`src/rtl/ymat_rx_if.sv`:
```
// Stream-in and random-access read-out bundle for the ymat_rx frame collector.
// The master side is the producer/consumer; the slave side is the collector.
interface ymat_rx_if #(
    parameter int unsigned DW = 16,
    parameter int unsigned AW = 3
) ();
    logic          in_valid;
    logic          in_sof;
    logic [DW-1:0] in_real;
    logic [DW-1:0] in_im;
    logic          in_ready;
    logic          rd_ack;
    logic [AW-1:0] rd_addr;
    logic [DW-1:0] rd_real;
    logic [DW-1:0] rd_im;

    modport master (
        output in_valid, in_sof, in_real, in_im, rd_ack, rd_addr,
        input  in_ready, rd_real, rd_im
    );

    modport slave (
        input  in_valid, in_sof, in_real, in_im, rd_ack, rd_addr,
        output in_ready, rd_real, rd_im
    );
endinterface

```
`src/rtl/ymat_rx.sv`:
```
// Collects one ROWS*COLS frame of complex samples, holds it until acknowledged and
// serves indexed reads. Optional frame-energy accumulator enabled by YMAT_POWER_EN.
module ymat_rx #(
    parameter int unsigned DW   = 16,
    parameter int unsigned ROWS = 4,
    parameter int unsigned COLS = 2,
    parameter int unsigned AW   = 3
) (
    input  logic              clk,
    input  logic              rst,
    ymat_rx_if.slave          bus,
    output logic              full,
    output logic              frame_done,
    output logic [7:0]        frame_cnt,
    output logic              overflow,
    output logic [2*DW+3:0]   power
);
    localparam int unsigned N     = ROWS * COLS;
    localparam int unsigned DEPTH = 1 << AW;
    localparam int unsigned PW    = 2 * DW + 4;
    localparam logic [AW-1:0] LAST = AW'(N - 1);

    typedef enum logic [1:0] {
        ST_IDLE    = 2'd0,
        ST_COLLECT = 2'd1,
        ST_FULL    = 2'd2
    } state_t;

    state_t        state, state_nx;
    logic [AW-1:0] idx, idx_nx;
    logic [AW-1:0] wr_idx;
    logic          wr_en;
    logic          complete;
    logic          ovf_set;
    logic          release_frame;

    logic [DW-1:0] mem_re [DEPTH];
    logic [DW-1:0] mem_im [DEPTH];

    // State and write-index register
    always_ff @(posedge clk) begin
        if (rst) begin
            state <= ST_IDLE;
            idx   <= '0;
        end else begin
            state <= state_nx;
            idx   <= idx_nx;
        end
    end

    // Accept/resync/complete/release decisions
    always_comb begin
        state_nx      = state;
        idx_nx        = idx;
        wr_en         = 1'b0;
        wr_idx        = idx;
        complete      = 1'b0;
        ovf_set       = 1'b0;
        release_frame = 1'b0;
        case (state)
            ST_IDLE: begin
                if (bus.in_valid) begin
                    wr_en  = 1'b1;
                    wr_idx = '0;
                end
            end
            ST_COLLECT: begin
                if (bus.in_valid) begin
                    wr_en  = 1'b1;
                    wr_idx = bus.in_sof ? '0 : idx;
                end
            end
            ST_FULL: begin
                ovf_set = bus.in_valid;
                if (bus.rd_ack) begin
                    release_frame = 1'b1;
                    state_nx      = ST_IDLE;
                    idx_nx        = '0;
                end
            end
            default: begin
                state_nx = ST_IDLE;
                idx_nx   = '0;
            end
        endcase
        // A write to the last slot closes the frame, including N=1 and resync-at-N=1
        if (wr_en) begin
            if (wr_idx == LAST) begin
                complete = 1'b1;
                state_nx = ST_FULL;
                idx_nx   = '0;
            end else begin
                state_nx = ST_COLLECT;
                idx_nx   = wr_idx + AW'(1);
            end
        end
    end

    // Sample buffer, read port and frame status
    always_ff @(posedge clk) begin
        if (rst) begin
            mem_re      <= '{default: '0};
            mem_im      <= '{default: '0};
            bus.rd_real <= '0;
            bus.rd_im   <= '0;
            bus.in_ready <= 1'b1;
            full        <= 1'b0;
            frame_done  <= 1'b0;
            frame_cnt   <= '0;
            overflow    <= 1'b0;
        end else begin
            if (wr_en) begin
                mem_re[wr_idx] <= bus.in_real;
                mem_im[wr_idx] <= bus.in_im;
            end
            // Same-cycle write and read of one slot returns the pre-write value
            if (32'(bus.rd_addr) < N) begin
                bus.rd_real <= mem_re[bus.rd_addr];
                bus.rd_im   <= mem_im[bus.rd_addr];
            end else begin
                bus.rd_real <= '0;
                bus.rd_im   <= '0;
            end
            bus.in_ready <= (state_nx != ST_FULL);
            frame_done   <= complete;
            if (complete) begin
                full      <= 1'b1;
                frame_cnt <= frame_cnt + 8'd1;
            end else if (release_frame) begin
                full <= 1'b0;
            end
            if (ovf_set) begin
                overflow <= 1'b1;
            end
        end
    end

`ifdef YMAT_POWER_EN
    logic signed [2*DW-1:0] sq_re;
    logic signed [2*DW-1:0] sq_im;
    logic [PW-1:0]          term;

    always_comb begin
        sq_re = $signed(bus.in_real) * $signed(bus.in_real);
        sq_im = $signed(bus.in_im) * $signed(bus.in_im);
        term  = PW'($unsigned(sq_re)) + PW'($unsigned(sq_im));
    end

    // Energy restarts whenever slot 0 is written (frame start or resync)
    always_ff @(posedge clk) begin
        if (rst) begin
            power <= '0;
        end else if (wr_en) begin
            power <= (wr_idx == '0) ? term : power + term;
        end
    end
`else
    assign power = '0;
`endif

endmodule

```
`src/flat_wrapper.sv`:
```
// flat-port wrapper written by rule: the top's interface ports become plain ports
module ymat_rx_flat 
#(
    parameter int unsigned DW   = 16,
    parameter int unsigned ROWS = 4,
    parameter int unsigned COLS = 2,
    parameter int unsigned AW   = 3
)
  (clk, rst, full, frame_done, frame_cnt, overflow, power, bus_in_valid, bus_in_sof, bus_in_real, bus_in_im, bus_rd_ack, bus_rd_addr, bus_in_ready, bus_rd_real, bus_rd_im);
  ymat_rx_if #(.DW(DW), .AW(AW)) bus_i ();
  input  logic clk;
  input  logic rst;
  output logic full;
  output logic frame_done;
  output logic [7:0] frame_cnt;
  output logic overflow;
  output logic [2*DW+3:0] power;
  input wire logic [$bits(bus_i.in_valid)-1:0] bus_in_valid;
  input wire logic [$bits(bus_i.in_sof)-1:0] bus_in_sof;
  input wire logic [$bits(bus_i.in_real)-1:0] bus_in_real;
  input wire logic [$bits(bus_i.in_im)-1:0] bus_in_im;
  input wire logic [$bits(bus_i.rd_ack)-1:0] bus_rd_ack;
  input wire logic [$bits(bus_i.rd_addr)-1:0] bus_rd_addr;
  output wire logic [$bits(bus_i.in_ready)-1:0] bus_in_ready;
  output wire logic [$bits(bus_i.rd_real)-1:0] bus_rd_real;
  output wire logic [$bits(bus_i.rd_im)-1:0] bus_rd_im;
  assign bus_i.in_valid = bus_in_valid;
  assign bus_i.in_sof = bus_in_sof;
  assign bus_i.in_real = bus_in_real;
  assign bus_i.in_im = bus_in_im;
  assign bus_i.rd_ack = bus_rd_ack;
  assign bus_i.rd_addr = bus_rd_addr;
  assign bus_in_ready = bus_i.in_ready;
  assign bus_rd_real = bus_i.rd_real;
  assign bus_rd_im = bus_i.rd_im;
  ymat_rx #(.DW(DW), .ROWS(ROWS), .COLS(COLS), .AW(AW)) u_core (.clk(clk), .rst(rst), .bus(bus_i), .full(full), .frame_done(frame_done), .frame_cnt(frame_cnt), .overflow(overflow), .power(power));
endmodule
```
`config.mk`:
```
export PLATFORM = sky130hd
export DESIGN_NAME = ymat_rx_flat
export DESIGN_NICKNAME = d
export VERILOG_FILES = /design/src/rtl/ymat_rx_if.sv /design/src/rtl/ymat_rx.sv /design/src/flat_wrapper.sv
export SDC_FILE = /design/constraint.sdc
export NUM_CORES = 1
export LEC_CHECK = 0
export ABC_AREA = 1
export BUFFER_PORTS_ARGS = -buffer_cell sky130_fd_sc_hd__buf_2
export CELL_PAD_IN_SITES_DETAIL_PLACEMENT = 1
export CELL_PAD_IN_SITES_GLOBAL_PLACEMENT = 1
export CORE_MARGIN = 2
export CORE_UTILIZATION = 46
export CTS_BUF_LIST = sky130_fd_sc_hd__clkbuf_4 sky130_fd_sc_hd__clkbuf_8 sky130_fd_sc_hd__clkbuf_16
export CTS_CLUSTER_DIAMETER = 150
export DETAILED_ROUTE_END_ITERATION = 10
export GPL_ROUTABILITY_DRIVEN = 0
export PLACE_DENSITY_LB_ADDON = 0.1
export SYNTH_ARGS = -nofsm -noshare
export SYNTH_HDL_FRONTEND = slang
export SYNTH_SLANG_ARGS = --single-unit
```
`constraint.sdc`:
```
create_clock -name clk -period 2.7 [get_ports clk]
set_input_delay 0.135 -clock clk [delete_from_list [all_inputs] [get_ports clk]]
set_output_delay 0.135 -clock clk [all_outputs]
set_load 0.02 [all_outputs]
```
==> PnR_summary.wiki, run 1 <==
{| class="wikitable"
! Metric !! Value
|-
| Number of DRC violations after detailed-routing iteration 0 || 784
|-
| DRT Pass-1 Iters || 5
|-
| Critical Path AT || between 2 and 3 ns
|-
| Top-count cell post-synth || sky130_fd_sc_hd__nor2_1
|-
| Post-synth design cell area || 13,960 sq um
|-
| Starting Density || 0.4684
|-
| Buffer count from post-CTS setup fixing || 0
|-
| Layout Skew || ~0.019 ns
|-
| Fraction of layout instances using a drive strength above 1 || 0.08726
|-
| Antenna Cells || 0
|-
| Clk pin slew, worst setup/hold paths || approximately 0.060 ns
|-
| Detailed-placement wirelength estimate || 22,310 um
|-
| Ys flop type || sky130_fd_sc_hd__dfxtp_1
|-
| Max-cap violations || 0
|-
| Proportion of netlist area held by the largest area contributor || 0.4375
|-
| Actual slew at the worst max-slew pin || 0.7991 ns
|-
| Routed WL per cell || 16.26 um
|-
| Worst voltage drop across the vdd grid || 427.2 uV
|-
| Largest net degree at the start of global routing || 129
|-
| Row count || 63
|-
| Count of different cell masters after synthesis || 28
|-
| Largest cells by area after synthesis || sky130_fd_sc_hd__dfxtp_1 (44%), sky130_fd_sc_hd__nor2_1 (19%), sky130_fd_sc_hd__nand2_1 (14%)
|-
| Clock insertion delay at the later pin of the skew report || 0.52 ns
|-
| Number of vias per cell after detailed routing || a little over 5
|-
| Initial antenna violation count || 1
|-
| Overall Global Routing Usage || 0.2573
|-
| Clock Root Buffer || sky130_fd_sc_hd__clkbuf_16
|-
| Power density over cell area || 678.9 nW/um^2
|-
| Final instance area || 15,470 sq um
|-
| Height of the die || 178.2 um
|-
| Remaining Overflow, GRT || 0
|-
| Mean Syn Cell Area || about 6.7 sq um
|-
| DRT antenna net count || 0
|-
| Post-route DRC || 0
|-
| Clock Sinks || 305
|-
| Die Area || 31,750 sq um
|-
| Crit share post-route || 0.8988
|-
| Tightest Hold Check Type || in -> reg
|-
| Kind of critical path || reg -> reg
|-
| Number of ports placed on the die boundary || 120
|-
| Largest area contributor in the synthesized netlist || sky130_fd_sc_hd__dfxtp_1
|-
| Final setup vio count || 0
|-
| Wire length of the first global-routing pass || about 66,000 um
|-
| Setup repair after global routing missed its margin || false
|-
| Outcome || complete, no violations
|-
| Area growth from synthesis to layout || 10.81%
|-
| Time the final worst path needs with I/O delays and setup || 2.427 ns
|-
| Number of flops mapped to enable cells by yosys || 0
|-
| Post-Synthesis Cells || 2,094
|-
| Vias in the first global route || 13,230
|-
| Final-report max-slew violation count || 0
|-
| Count of yosys warnings during synthesis || 0
|-
| Peak Freq || ~400 MHz
|-
| Sequential share of the synthesized area || 0.4375
|-
| Htree depth || 2
|-
| Ranking of synthesized cells by instance count || sky130_fd_sc_hd__nor2_1 (718), sky130_fd_sc_hd__nand2_1 (510), sky130_fd_sc_hd__dfxtp_1 (305), sky130_fd_sc_hd__o21ai_0 (133), sky130_fd_sc_hd__nand3_1 (65)
|-
| # fillers || 3,991
|-
| CP startpoint kind || register
|-
| Worst slew margin relative to its limit || 0.4665
|-
| Worst setup slack after layout || 0.2733 ns
|-
| Final hold violation count || 0
|-
| Worst endpoint required time || between 3 and 4 ns
|-
| Maximum clock insertion buffer count || 3
|-
| CTS Buf Count || 35
|-
| Total leakage power || ~0.0066 uW
|-
| TritonCTS clock tree || yes
|-
| Share of async-settable or async-resettable flops after synthesis || 0
|-
| Standard cell core area || 29,800 sq um
|-
| Type of destination of the critical path || register
|-
| Flops & latches, synth || 305
|-
| Post-Route Setup TNS || 0 ns
|-
| Worst slack at placement || between 0.6 and 0.7 ns
|-
| Count of input and output buffers || 83
|-
| Nets || around 2,100
|-
| Width of the die || 178.2 um
|-
| Max FO, Critical Path || 11
|-
| Final core utilization || 0.5191
|-
| Post-detailed-placement cell area || 14,240 sq um
|-
| Overall routed net length || around 40,000 um
|-
| Vias || 13,010
|}
==> worst max-delay path, stage by stage, from the launching register on <==
cell,delay (ns)
sky130_fd_sc_hd__dfxtp_1,0.37
sky130_fd_sc_hd__nor2_8,0.21
sky130_fd_sc_hd__nand2_4,0.13
sky130_fd_sc_hd__inv_1,0.12
sky130_fd_sc_hd__nor2_1,0.05
sky130_fd_sc_hd__ha_1,0.19
sky130_fd_sc_hd__ha_1,0.18
sky130_fd_sc_hd__nand2_2,0.18
sky130_fd_sc_hd__inv_1,0.13
sky130_fd_sc_hd__a21oi_1,0.13
sky130_fd_sc_hd__nor2_1,0.05
sky130_fd_sc_hd__dlygate4sd3_1,0.56
==> placed cells by master (no fill, tap or decap), drive strengths merged <==
cell / instances
o21a: 1
clkbuf: 49
nand3b: 2
nand3: 69
nand2: 511
dfxtp: 305
buf: 105
clkinvlp: 2
nor3b: 1
nor2: 725
o211ai: 32
dlygate4sd3: 3
o21ai: 135
o22ai: 32
bufinv: 3
clkinv: 5
a21oi: 44
ha: 3
nor3: 2
inv: 55
conb: 36
==> logic make-up (layout without fill, tap and decap cells) <==
kind of cell / Yosys count / after routing / share of synthesized area
AOI/OAI and AO/OA: 244 / 244 / 0.09736
adders and majority gates: 3 / 3 / 0.002690
buffers and inverters: 231 / 222 / 0.09422
DFF: 305 / 305 / 0.4375
other: 1 / 36 / 0.0002687
and+or+nand+nor: 1310 / 1310 / 0.3680
==> metal layers <==
layer | wire (um) | global-route usage
met2 | 20030 | 0.4629
met5 | 13 | 0
met3 | 1424 | 0.03623
met1 | 18870 | 0.3287
met4 | 469 | 0.05014
==> what timing repair did <==
action                                  in CTS  in global routing
endpoints found under the setup margin       0                  1
hold endpoints to repair                     5                  0
gates resized for setup                      0                  1
hold buffers                                 3                  0
==> metrics by stage <==
stage | hold slack (ns) | instances | total power [uW]
after global placement | 0.4435 | 2448 | 5649
after CTS | 0.01093 | 2510 | 10590
after global routing | 0.01528 | 2510 | 10890
after floorplan | 0.2158 | 2129 | 5433
final | 0.02424 | 2510 | 10500
after detailed placement | 0.4525 | 2448 | 5673
==> registers in the layout (all words and copies together) (netlist names), 2 cells and up <==
register and flops:
u_core.bus.rd_im 16, u_core.mem_im 128, u_core.bus.rd_real 16, u_core.state 2
u_core.frame_cnt 8, u_core.mem_re 128, u_core.idx 3
==> power by group <==
group          internal, uW  switching (uW)
combinational           276             656
sequential             4600            50.5
clock                  3020            1900
total                  7890            2610
==> final timing paths <==
path                                                        end  cells after the start  slack, ns                             from
worst max-delay path                   u_core.full$_SDFFE_PP0P_                     11       0.27       u_core.state[1]$_SDFF_PP0_
worst min-delay path                 u_core.state[0]$_SDFF_PP0_                      3       0.02                     bus_in_valid
worst max register to register         u_core.full$_SDFFE_PP0P_                     11       0.27       u_core.state[1]$_SDFF_PP0_
worst min register to register  u_core.mem_re[109]$_SDFFE_PP0P_                      2       0.46  u_core.mem_re[109]$_SDFFE_PP0P_
==> layout make-up <==
| cell class | instances | area, sq um | area share |
|---|---|---|---|
| multi-input cells | 1593 | 6678 | 0.4318 |
| flip-flops and latches | 305 | 6106 | 0.3948 |
| clock buffers | 49 | 1060 | 0.06852 |
| repair buffers | 108 | 788.3 | 0.05097 |
| well taps | 390 | 488.0 | 0.03155 |
| inverters | 55 | 216.5 | 0.01400 |
| clock inverters | 10 | 130.1 | 0.008414 |
(Power assumes the default switching activity.)
==> run 2, diff against run 1 <==
Settings changed: ABC_AREA 1 to not set, CORE_UTILIZATION 46 to 50, SLEW_MARGIN set to 5.
==> PnR_summary.wiki, run 2 <==
{| class="wikitable"
! Metric !! Value
|-
| Width of the die || 167.9 um (was 178.2 um)
|-
| Outcome || complete, no violations (unchanged)
|-
| Overall routed net length || 40,290 um (was 40,810 um)
|-
| Critical path, cell by cell || nand2b_1 -> nand2_1 -> and2_1 -> ha_1 -> ha_1 -> nand4_1 -> or4_1 -> a21oi_1 (was nor2_8 -> nand2_4 -> inv_1 -> nor2_1 -> ha_1 -> ha_1 -> nand2_2 -> inv_1 -> a21oi_1 -> nor2_1 -> dlygate4sd3_1)
|-
| Worst slew margin relative to its limit || 0.4113 (was 0.4665)
|-
| Largest cells by area after synthesis || sky130_fd_sc_hd__dfxtp_1 (45%), sky130_fd_sc_hd__mux4_2 (11%), sky130_fd_sc_hd__a21oi_1 (7.6%) (was sky130_fd_sc_hd__dfxtp_1 (44%), sky130_fd_sc_hd__nor2_1 (19%), sky130_fd_sc_hd__nand2_1 (14%))
|-
| Post-Route Setup TNS || 0 ns (unchanged)
|-
| Post-Synthesis Cells || 1,407 (was 2,094)
|-
| Count of input and output buffers || 83 (unchanged)
|-
| Die Area || 28,180 sq um (was 31,750 sq um)
|-
| Vias || 11,340 (was 13,010)
|-
| Maximum clock insertion buffer count || 3 (unchanged)
|-
| Layout Skew || 0.01429 ns (was 0.01861 ns)
|-
| DRT Pass-1 Iters || 5 (unchanged)
|-
| Worst setup slack after layout || 0.3019 ns (was 0.2733 ns)
|-
| Row count || 59 (was 63)
|-
| Slowest library cell on the worst path || sky130_fd_sc_hd__dfxtp_1 (was sky130_fd_sc_hd__dlygate4sd3_1)
|-
| Actual slew at the worst max-slew pin || 0.8831 ns (was 0.7991 ns)
|-
| Standard cell core area || 26,210 sq um (was 29,800 sq um)
|-
| Highest metal layer with signal wires || met4 (was met5)
|-
| Ys flop type || sky130_fd_sc_hd__dfxtp_1 (unchanged)
|-
| DRT antenna net count || 0 (unchanged)
|-
| Clock insertion delay at the later pin of the skew report || 0.51 ns (was 0.52 ns)
|-
| Met3 routed wirelength || 2110 um (was 1424 um)
|-
| Wire length of the first global-routing pass || 64,560 um (was 66,240 um)
|-
| TritonCTS clock tree || yes (unchanged)
|-
| Crit share post-route || 0.8882 (was 0.8988)
|-
| Count of yosys warnings during synthesis || 0 (unchanged)
|-
| Met1 wire length || 17,520 um (was 18,870 um)
|-
| Largest net degree at the start of global routing || 173 (was 129)
|-
| Placed insts || 1,710 (was 2,448)
|-
| CTS Buf Count || 35 (unchanged)
|-
| Share of async-settable or async-resettable flops after synthesis || 0 (unchanged)
|-
| Peak Freq || 417.0 MHz (was 412.1 MHz)
|-
| Leading cell type in the layout, fill and taps excluded || sky130_fd_sc_hd__dfxtp_1 (was sky130_fd_sc_hd__nor2_1)
|-
| Number of ports placed on the die boundary || 120 (unchanged)
|-
| Mean Syn Cell Area || 9.541 sq um (was 6.665 sq um)
|-
| Type of destination of the critical path || register (unchanged)
|-
| Antenna Cells || 0 (unchanged)
|-
| Final setup vio count || 0 (unchanged)
|-
| # fillers || 2,877 (was 3,991)
|-
| Worst endpoint required time || 3.14 ns (was 3.09 ns)
|-
| Post-synth design cell area || 13,420 sq um (was 13,960 sq um)
|-
| Fraction of layout instances using a drive strength above 1 || 0.1746 (was 0.08726)
|-
| Initial antenna violation count || 0 (was 1)
|-
| CP startpoint kind || register (unchanged)
|-
| Top-count cell post-synth || sky130_fd_sc_hd__dfxtp_1 (was sky130_fd_sc_hd__nor2_1)
|-
| Detailed-placement wirelength estimate || 21,250 um (was 22,310 um)
|-
| Htree depth || 2 (unchanged)
|-
| Clock Root Buffer || sky130_fd_sc_hd__clkbuf_16 (unchanged)
|-
| Remaining Overflow, GRT || 0 (unchanged)
|-
| Clk pin slew, worst setup/hold paths || 0.06 ns (about the same)
|-
| Amount of wire on met2 after detailed routing || 20,010 um (was 20,030 um)
|-
| Total leakage power || 0.005509 uW (was 0.006632 uW)
|-
| Largest area contributor in the synthesized netlist || sky130_fd_sc_hd__dfxtp_1 (unchanged)
|-
| Starting Density || 0.5122 (was 0.4684)
|-
| Number of vias per cell after detailed routing || 6.294 (was 5.182)
|-
| Area growth from synthesis to layout || 14.93% (was 10.81%)
|-
| Overall Global Routing Usage || 0.2841 (was 0.2573)
|-
| Max FO, Critical Path || 15 (was 11)
|-
| Max-cap violations || 0 (unchanged)
|-
| Quantity of gates resized following cts || 0 (unchanged)
|-
| Number of flops mapped to enable cells by yosys || 0 (unchanged)
|-
| Worst voltage drop across the vdd grid || 550.7 uV (was 427.2 uV)
|-
| Number of DRC violations after detailed-routing iteration 0 || 833 (was 784)
|-
| Kind of critical path || reg -> reg (unchanged)
|-
| Critical Path AT || 2.83 ns (was 2.81 ns)
|-
| Ranking of synthesized cells by instance count || sky130_fd_sc_hd__dfxtp_1 (305), sky130_fd_sc_hd__a21oi_1 (203), sky130_fd_sc_hd__nand3_1 (196), sky130_fd_sc_hd__o21ai_0 (196), sky130_fd_sc_hd__nand2b_1 (98) (was sky130_fd_sc_hd__nor2_1 (718), sky130_fd_sc_hd__nand2_1 (510), sky130_fd_sc_hd__dfxtp_1 (305), sky130_fd_sc_hd__o21ai_0 (133), sky130_fd_sc_hd__nand3_1 (65))
|-
| Area of the multi-input gates || 6625 sq um (was 6678 sq um)
|-
| Post-Route Hold Slack || 0.02995 ns (was 0.02424 ns)
|-
| Final hold violation count || 0 (unchanged)
|-
| Internal reg-to-reg setup slack || 0.30 ns (was 0.27 ns)
|-
| Tightest Hold Check Type || in -> reg (unchanged)
|-
| Routed WL per cell || 22.37 um (was 16.26 um)
|-
| Proportion of netlist area held by the largest area contributor || 0.4548 (was 0.4375)
|-
| Post-route DRC || 0 (unchanged)
|-
| Power density over cell area || 643.8 nW/um^2 (was 678.9 nW/um^2)
|-
| Time the final worst path needs with I/O delays and setup || 2.398 ns (was 2.427 ns)
|-
| Vias in the first global route || 11,730 (was 13,230)
|-
| Top library cells by usage in the layout, fill and taps aside || sky130_fd_sc_hd__dfxtp_1 (305), sky130_fd_sc_hd__a21oi_1 (203), sky130_fd_sc_hd__o21ai_0 (196), sky130_fd_sc_hd__nand3_1 (196), sky130_fd_sc_hd__nand2b_1 (98) (was sky130_fd_sc_hd__nor2_1 (718), sky130_fd_sc_hd__nand2_1 (509), sky130_fd_sc_hd__dfxtp_1 (305), sky130_fd_sc_hd__o21ai_0 (133), sky130_fd_sc_hd__buf_2 (82))
|-
| Clock Sinks || 305 (unchanged)
|-
| Nets || 1,488 (was 2,141)
|-
| Largest registers ranked by flip-flop count || u_core.mem_im (128), u_core.mem_re (128) (unchanged)
|-
| Sequential share of the synthesized area || 0.4548 (was 0.4375)
|-
| Height of the die || 167.9 um (was 178.2 um)
|-
| Slowest Stage Delay on Critical Path || 0.57 ns (was 0.56 ns)
|-
| Filler-free cell count of the finished design || 1,801 (was 2,510)
|-
| Worst slack at placement || 0.3914 ns (was 0.6766 ns)
|-
| Count of different cell masters after synthesis || 42 (was 28)
|-
| Seq. cell area || 6106 sq um (unchanged)
|-
| Flops & latches, synth || 305 (unchanged)
|-
| Final-report max-slew violation count || 0 (unchanged)
|-
| Setup repair after global routing missed its margin || false (unchanged)
|-
| Most numerous cell on the critical path || sky130_fd_sc_hd__ha_1
|}
[run 2: logic make-up (layout without fill, tap and decap cells)]
kind of cell / Yosys count / in the layout / synth area share
adders and majority gates: 3 / 3 / 0.002796
AOI/OAI and AO/OA: 439 / 439 / 0.1763
buffers and inverters: 185 / 209 / 0.06645
DFF: 305 / 305 / 0.4548
and+or+nand+nor: 344 / 344 / 0.1429
xor gates and xnor gates: 2 / 2 / 0.001305
other: 1 / 36 / 0.0002793
muxes: 128 / 128 / 0.1551
[run 2: power breakdown]
| group | internal, uW | total [uW] | switching, uW |
|---|---|---|---|
| Sequential | 4550 | 4580 | 31.6 |
| Combinational | 234 | 680 | 446 |
| Clock | 2830 | 4670 | 1840 |
| Total | 7610 | 9930 | 2320 |
[run 2: per-layer routing]
| layer | vias to the layer above | track usage |
|---|---|---|
| met3 | 57 | 0.03479 |
| li1 | 5113 | - |
| met1 | 5832 | 0.3789 |
| met5 | - | 0 |
| met4 | 0 | 0.07486 |
| met2 | 334 | 0.4914 |
[run 2: layout make-up]
class / count / share of cell area
clock buffer: 52 / 0.06950
clock inverter: 6 / 0.004055
inverter: 1 / 0.0002433
multi-input combinational: 952 / 0.4294
sequential: 305 / 0.3958
tap: 335 / 0.02717
timing repair buffer: 150 / 0.07388
[run 2: final timing paths]
kind                                                    endpoint                            start  cells after the start
worst min register to register   u_core.mem_re[120]$_SDFFE_PP0P_  u_core.mem_re[120]$_SDFFE_PP0P_                      2
worst max-delay path            u_core.frame_cnt[7]$_SDFFE_PP0P_       u_core.state[0]$_SDFF_PP0_                      8
worst max register to register  u_core.frame_cnt[7]$_SDFFE_PP0P_       u_core.state[0]$_SDFF_PP0_                      8
worst min-delay path            u_core.frame_cnt[0]$_SDFFE_PP0P_                              rst                      2
[run 2: what timing repair did]
item                                   CTS  global route
endpoints found under the hold margin  232             0
setup buffers                            0             0
hold buffers                            33             0
[run 2: metrics by stage]
| stage | power [uW] | utilization | instance area (sq um) |
|---|---|---|---|
| final | 9933 | 0.5887 | 15430 |
| after global routing | 10230 | 0.5887 | 15430 |
| after CTS | 9998 | 0.5887 | 15430 |
| after detailed placement | 5312 | 0.5328 | 13960 |
| after global placement | 5304 | 0.5328 | 13960 |
| after floorplan | 5111 | - | 13560 |
[run 2: worst max-delay path, delay by kind of cell (launching register included)]
kind | cells | cell delay, ns
DFF | 1 | 0.57
AOI/OAI and AO/OA | 1 | 0.15
adders and majority gates | 2 | 0.38
and+or+nand+nor | 5 | 1.22
